`config.mk`:
```
export PLATFORM = sky130hd
export DESIGN_NAME = traffic_lamp_monitor
export DESIGN_NICKNAME = d
export VERILOG_FILES = /design/src/rtl/traffic_lamp_monitor.sv
export SDC_FILE = /design/constraint.sdc
export NUM_CORES = 1
export LEC_CHECK = 0
export BUFFER_PORTS_ARGS = -buffer_cell sky130_fd_sc_hd__buf_2
export CAP_MARGIN = 10
export CORE_MARGIN = 5
export CORE_UTILIZATION = 59
export DETAILED_ROUTE_END_ITERATION = 10
export GPL_TIMING_DRIVEN = 0
export PLACE_DENSITY = 0.79
export SETUP_SLACK_MARGIN = 0.02
export SLEW_MARGIN = 25
export SYNTH_ARGS = -nofsm -noshare
export SYNTH_HDL_FRONTEND = slang
export SYNTH_SLANG_ARGS = --single-unit
```
`constraint.sdc`:
```
create_clock -name Clk -period 2.95 [get_ports Clk]
set_clock_uncertainty 0.15 [all_clocks]
set_input_delay 0.1475 -clock Clk [delete_from_list [all_inputs] [get_ports Clk]]
set_output_delay 0.1475 -clock Clk [all_outputs]
set_load 0.005 [all_outputs]
```
`src/rtl/traffic_lamp_monitor.sv`:
```
// traffic_lamp_monitor: receive-side checker for the six traffic lamp drives.
// Decodes both directions and flags conflicts, invalid encodings, illegal
// sequences and short yellow phases. A fault is latched with its code and
// drives a fail-safe red flash until cleared under an all-red pattern.
// Optional macro LAMP_MONITOR_WATCHDOG_EN adds a per-direction stuck-state
// watchdog (fault code 5) using MAX_DWELL.
module traffic_lamp_monitor #(
    parameter int MIN_YELLOW = 4,
    parameter int FLASH_DIV  = 8,
    parameter int MAX_DWELL  = 1024,
    parameter int CNT_W      = 16
) (
    input  logic       Clk,
    input  logic       reset,
    input  logic       MR,
    input  logic       MY,
    input  logic       MG,
    input  logic       SR,
    input  logic       SY,
    input  logic       SG,
    input  logic       clear_fault,
    output logic       fault,
    output logic [2:0] fault_code,
    output logic [7:0] fault_count,
    output logic       flash_red,
    output logic [1:0] main_state,
    output logic [1:0] side_state
);

    typedef enum logic [1:0] {ST_INIT, ST_MONITOR, ST_FAULT} state_e;

    localparam logic [1:0] LAMP_R = 2'd0;
    localparam logic [1:0] LAMP_G = 2'd1;
    localparam logic [1:0] LAMP_Y = 2'd2;
    localparam logic [1:0] LAMP_X = 2'd3;

    localparam int FL_W = (FLASH_DIV > 1) ? $clog2(FLASH_DIV) : 1;
    localparam logic [FL_W-1:0]  FLASH_LAST = FL_W'(FLASH_DIV - 1);
    // Ceiling just past MAX_DWELL: enough to express "held too long" without wrapping.
    localparam logic [CNT_W-1:0] DWELL_CAP  = CNT_W'(MAX_DWELL + 1);

    function automatic logic [1:0] decode_lamps(input logic r, input logic y, input logic g);
        case ({r, y, g})
            3'b100:  return LAMP_R;
            3'b001:  return LAMP_G;
            3'b010:  return LAMP_Y;
            default: return LAMP_X;
        endcase
    endfunction

    // Holding a state is always fine; changes must follow R -> G -> Y -> R.
    function automatic logic step_legal(input logic [1:0] prev, input logic [1:0] cur);
        return (prev == cur) ||
               (prev == LAMP_R && cur == LAMP_G) ||
               (prev == LAMP_G && cur == LAMP_Y) ||
               (prev == LAMP_Y && cur == LAMP_R);
    endfunction

    function automatic logic [CNT_W-1:0] dwell_next(input logic [CNT_W-1:0] cnt,
                                                    input logic restart,
                                                    input logic counted);
        if (!counted) return '0;
        if (restart) return CNT_W'(1);
        if (cnt < DWELL_CAP) return cnt + 1'b1;
        return cnt;
    endfunction

    state_e            state_q, state_d;
    logic              fault_q, fault_d;
    logic [2:0]        code_q, code_d;
    logic [7:0]        count_q, count_d;
    logic              flash_q, flash_d;
    logic [FL_W-1:0]   flash_cnt_q, flash_cnt_d;
    logic [1:0]        main_state_q, main_state_d;
    logic [1:0]        side_state_q, side_state_d;
    logic [CNT_W-1:0]  main_dwell_q, main_dwell_d;
    logic [CNT_W-1:0]  side_dwell_q, side_dwell_d;

    logic [1:0] main_dec, side_dec;
    logic       main_counted, side_counted;
    logic       conflict_f, invalid_f, sequence_f, short_f, stuck_f;
    logic [2:0] det_code;
    logic       clear_ok;

    assign main_dec = decode_lamps(MR, MY, MG);
    assign side_dec = decode_lamps(SR, SY, SG);
    assign clear_ok = clear_fault & MR & SR & ~(MY | MG | SY | SG);

`ifdef LAMP_MONITOR_WATCHDOG_EN
    assign main_counted = 1'b1;
    assign side_counted = 1'b1;
    assign stuck_f = (main_dec == main_state_q && main_dwell_q >= CNT_W'(MAX_DWELL)) ||
                     (side_dec == side_state_q && side_dwell_q >= CNT_W'(MAX_DWELL));
`else
    assign main_counted = (main_dec == LAMP_Y);
    assign side_counted = (side_dec == LAMP_Y);
    assign stuck_f      = 1'b0;
`endif

    // Per-direction dwell counters restart on a state change and on the INIT capture.
    always_comb begin
        main_state_d = main_dec;
        side_state_d = side_dec;
        main_dwell_d = dwell_next(main_dwell_q, (state_q == ST_INIT) || (main_dec != main_state_q),
                                  main_counted);
        side_dwell_d = dwell_next(side_dwell_q, (state_q == ST_INIT) || (side_dec != side_state_q),
                                  side_counted);
    end

    // Fault detectors against the previous decode; lowest code wins.
    always_comb begin
        conflict_f = (main_dec == LAMP_G || main_dec == LAMP_Y) &&
                     (side_dec == LAMP_G || side_dec == LAMP_Y);
        invalid_f  = (main_dec == LAMP_X) || (side_dec == LAMP_X);
        sequence_f = !step_legal(main_state_q, main_dec) || !step_legal(side_state_q, side_dec);
        short_f    = (main_state_q == LAMP_Y && main_dec == LAMP_R &&
                      main_dwell_q < CNT_W'(MIN_YELLOW)) ||
                     (side_state_q == LAMP_Y && side_dec == LAMP_R &&
                      side_dwell_q < CNT_W'(MIN_YELLOW));
        det_code = 3'd0;
        if (conflict_f)      det_code = 3'd1;
        else if (invalid_f)  det_code = 3'd2;
        else if (sequence_f) det_code = 3'd3;
        else if (short_f)    det_code = 3'd4;
        else if (stuck_f)    det_code = 3'd5;
    end

    // Monitor FSM: next state, fault latching, counting and flash generation.
    always_comb begin
        state_d     = state_q;
        fault_d     = fault_q;
        code_d      = code_q;
        count_d     = count_q;
        flash_d     = flash_q;
        flash_cnt_d = flash_cnt_q;
        case (state_q)
            ST_INIT: begin
                state_d = ST_MONITOR;
            end
            ST_MONITOR: begin
                if (det_code != 3'd0) begin
                    fault_d     = 1'b1;
                    code_d      = det_code;
                    count_d     = (count_q == 8'hFF) ? count_q : count_q + 8'd1;
                    flash_d     = 1'b1;
                    flash_cnt_d = '0;
                    state_d     = ST_FAULT;
                end
            end
            ST_FAULT: begin
                // The clearing edge is consumed by the clear and is not checked.
                if (clear_ok) begin
                    fault_d     = 1'b0;
                    code_d      = 3'd0;
                    flash_d     = 1'b0;
                    flash_cnt_d = '0;
                    state_d     = ST_INIT;
                end else begin
                    if (det_code != 3'd0)
                        count_d = (count_q == 8'hFF) ? count_q : count_q + 8'd1;
                    if (flash_cnt_q == FLASH_LAST) begin
                        flash_d     = ~flash_q;
                        flash_cnt_d = '0;
                    end else begin
                        flash_cnt_d = flash_cnt_q + 1'b1;
                    end
                end
            end
            default: begin
                state_d = ST_INIT;
            end
        endcase
    end

    // State register with asynchronous active-high reset.
    always_ff @(posedge Clk or posedge reset) begin
        if (reset) begin
            state_q      <= ST_INIT;
            fault_q      <= 1'b0;
            code_q       <= 3'd0;
            count_q      <= 8'd0;
            flash_q      <= 1'b0;
            flash_cnt_q  <= '0;
            main_state_q <= LAMP_R;
            side_state_q <= LAMP_R;
            main_dwell_q <= '0;
            side_dwell_q <= '0;
        end else begin
            state_q      <= state_d;
            fault_q      <= fault_d;
            code_q       <= code_d;
            count_q      <= count_d;
            flash_q      <= flash_d;
            flash_cnt_q  <= flash_cnt_d;
            main_state_q <= main_state_d;
            side_state_q <= side_state_d;
            main_dwell_q <= main_dwell_d;
            side_dwell_q <= side_dwell_d;
        end
    end

    assign fault       = fault_q;
    assign fault_code  = code_q;
    assign fault_count = count_q;
    assign flash_red   = flash_q;
    assign main_state  = main_state_q;
    assign side_state  = side_state_q;

endmodule
```
==> results_dict.tcl <==
set metrics [dict create \
    status "finished clean" \
    die_x_um 81.9 \
    synth-seq-cells 54 \
    place_ws_ns -0.183 \
    crit_family "compound AO/OA/AOI/OAI gates" \
    crit_type "flop to flop" \
    numPortBuffers 21 \
    via_per_inst 5.49 \
    ys.flop_type "dfrtp_1" \
    cts_sinks 54 \
    yosysUniqueCellTypes 61 \
    cellPowerDensity_mw_per_mm2 624 \
    io_pins 26 \
    slew_headroom_pct 53.0 \
    syn_nets 343 \
    r2r_setup_slack_ns 0.07 \
    cts_tree "built" \
    holdCritStartpoint "SY" \
    worstSetupEndpointType "flop" \
    layout-drive-gt1-share_pct 14.9 \
    cp-start-kind "flop" \
    cap_violations 0 \
    ys_warn_count 0 \
    cp_slowest_cell "a222oi_1" \
    holdPathStages 3 \
    synth_edf_count 0 \
    clk_latency_ns 0.31 \
    yosys-top-cells-area "dfrtp_1 44%, ha_1 7.0%, nor2_1 4.4%" \
    die_area_sq_mm 0.00670 \
    rows 26 \
    antenna_found_initial 0 \
    overflow 0 \
    wl_um 5730 \
    worst-path-stages 8 \
    fin_util_pct 67.9 \
    crit_chain "and4bb_1, a211o_1, a221o_1, a222oi_1, or3_1, buf_6, and2_4, mux2_4" \
    min_period_over_period_pct 97.5 \
    hold_viol 0 \
    power.total_mw 2.15 \
    crit_fanout 4 \
    first_global_vias 2201 \
    syn_inst 317 \
    fmax_ghz 0.348 \
    vias 2304 \
    n_fill_cell 414 \
    yosysMostFrequentCell "dfrtp_1" \
    core_area_sq_mm 0.00507 \
    power.leakage_nw 1.66 \
    r2r_cells 8 \
    avgSynthCellArea_sq_um 9.61 \
    max_slew.worst_pin.slew_ns 0.704 \
    hp-class "primary input to flop" \
    required_ns 3.00 \
    grt_pass1_wl_um 9870 \
    nets 375 \
    netlist.area_leader.share_pct 44.4 \
    netlist_area_sq_mm 0.00305 \
    start_util_pct 60.0 \
    routedWlPerCell_um 13.6 \
    slew_viol_final 0 \
    dr.pass1.iters 4 \
    fin_crit_ns 2.88 \
    ant_nets 0 \
    dp_hpwl_um 4140 \
    yosysSeqAreaShare_pct 44.4 \
    rsz0062_at_grt "true" \
    hold_end "side_state[1]" \
    clkTransAtPathRegs_ns 0.09 \
    area_delta_synth_final_pct 13.1 \
    fin_ws_ns 0.0749 \
    cts_buffer_depth 2 \
    cpPeakStageDelay_ns 0.66 \
    cts_root_buffer "clkbuf_8" \
    reg2reg_from "side_state[1]" \
    critical_path_buf_inv_count 1 \
    peakVddDrop_mv 0.397 \
    drc_errors 0 \
    worstPathArrival_ns 2.92 \
    fp.dieH_um 81.9 \
    synthTopCellsByCount "54 x dfrtp_1, 36 x nor2_1, 30 x nand2_1" \
    grt_max_degree 55 \
    grtUsageTotal_pct 19.1 \
    finalSetupViolCount 0 \
    synthArstFlopShare_pct 100 \
    cts_buffers 5 \
    reg2reg_to "fault_count[1]" \
    gp_congestion 0.830 \
    drtIter0Drc 80 \
    cts-htree-levels 2 \
    yosys.area.top_type "dfrtp_1" \
    diodes 0 \
]
## state kept, by name (all words and copies together) (netlist names)
name          count
main_dwell_q     16
side_dwell_q     16
fault_count       8
fault_code        3
flash_cnt_q       3
main_state        2
side_state        2
state_q           2
fault             1
flash_red         1
## kinds of logic after synthesis
kind of cell,share of synthesized area (%)
AOI/OAI and AO/OA,11.0
xor gates and xnor gates,6.61
adders and majority gates,6.98
buffers and inverters,3.70
DFF,44.4
muxes,3.33
and+or+nand+nor,24.1
## report_power, final
part	switching [mW]	internal [mW]	total, mW	leakage [nW]
Sequential	0.0918	0.838	0.929	0.709
Clock	0.236	0.362	0.597	0.0714
Combinational	0.332	0.291	0.624	0.875
## worst max path at each step
stage	from	end	slack, ns
6_report	side_state[1]	fault_count[1]	0.07
5_1_grt	side_state[1]	fault_count[1]	-0.05
4_1_cts	side_state[1]	fault_count[1]	0.02
3_5_place_dp	MR	fault_count[1]	-0.18
3_3_place_gp	MR	fault_count[1]	-0.14
2_1_floorplan	MY	fault_count[1]	0.03
## routing by layer
layer | global-route usage (%) | vias up | routed length (um)
li1 | - | 1178 | -
met1 | 25.8 | 1092 | 2760
met2 | 30.1 | 26 | 2680
met3 | 3.95 | 8 | 195
met4 | 7.14 | 0 | 93
met5 | 0 | - | 0
## cell type report
| type | count | area (sq um) | share of cell area, % |
|---|---|---|---|
| multi-input cells | 236 | 1610 | 46.7 |
| flip-flops and latches | 54 | 1350 | 39.3 |
| repair buffers | 25 | 138 | 3.99 |
| well taps | 70 | 87.6 | 2.54 |
| clock buffers | 6 | 82.6 | 2.40 |
| inverters | 20 | 77.6 | 2.25 |
| clock inverters | 2 | 60.1 | 1.74 |
| plain buffers | 7 | 38.8 | 1.13 |
## worst reg2reg max path, cell delays in order (launching register included)
cell      delay [ns]
dfrtp_2         0.42
and4bb_1        0.19
a211o_1         0.23
a221o_1         0.33
a222oi_1        0.66
or3_1           0.23
buf_6           0.12
and2_4          0.15
mux2_4          0.29
## repair_timing
action                                  CTS  global route
endpoints found under the setup margin    0             5
resized for setup                         0             5
buffers inserted                          0             3
hold buffers                              1             0
hold endpoints to repair                 54             0
## cell usage in the layout, fill, tap and decap left out, drive strengths merged, types with 11 or more instances in the layout
| cell type | count |
|---|---|
| dfrtp | 54 |
| nor2 | 37 |
| nand2 | 30 |
| buf | 28 |
| inv | 20 |
| ha | 17 |
| and3 | 16 |
| o21ai | 15 |
| xor2 | 12 |
| xnor2 | 11 |
## metrics by stage
step	hold slack (ns)	instance area (sq um)	instances	TNS [ns]
after floorplan	0.205	3050	317	0
after global placement	0.326	3250	408	-0.373
after detailed placement	0.145	3250	408	-0.761
after CTS	0.0315	3400	417	0
after global routing	0.0798	3450	420	-0.123
final	0.0486	3450	420	0
(Power assumes the default switching activity.)
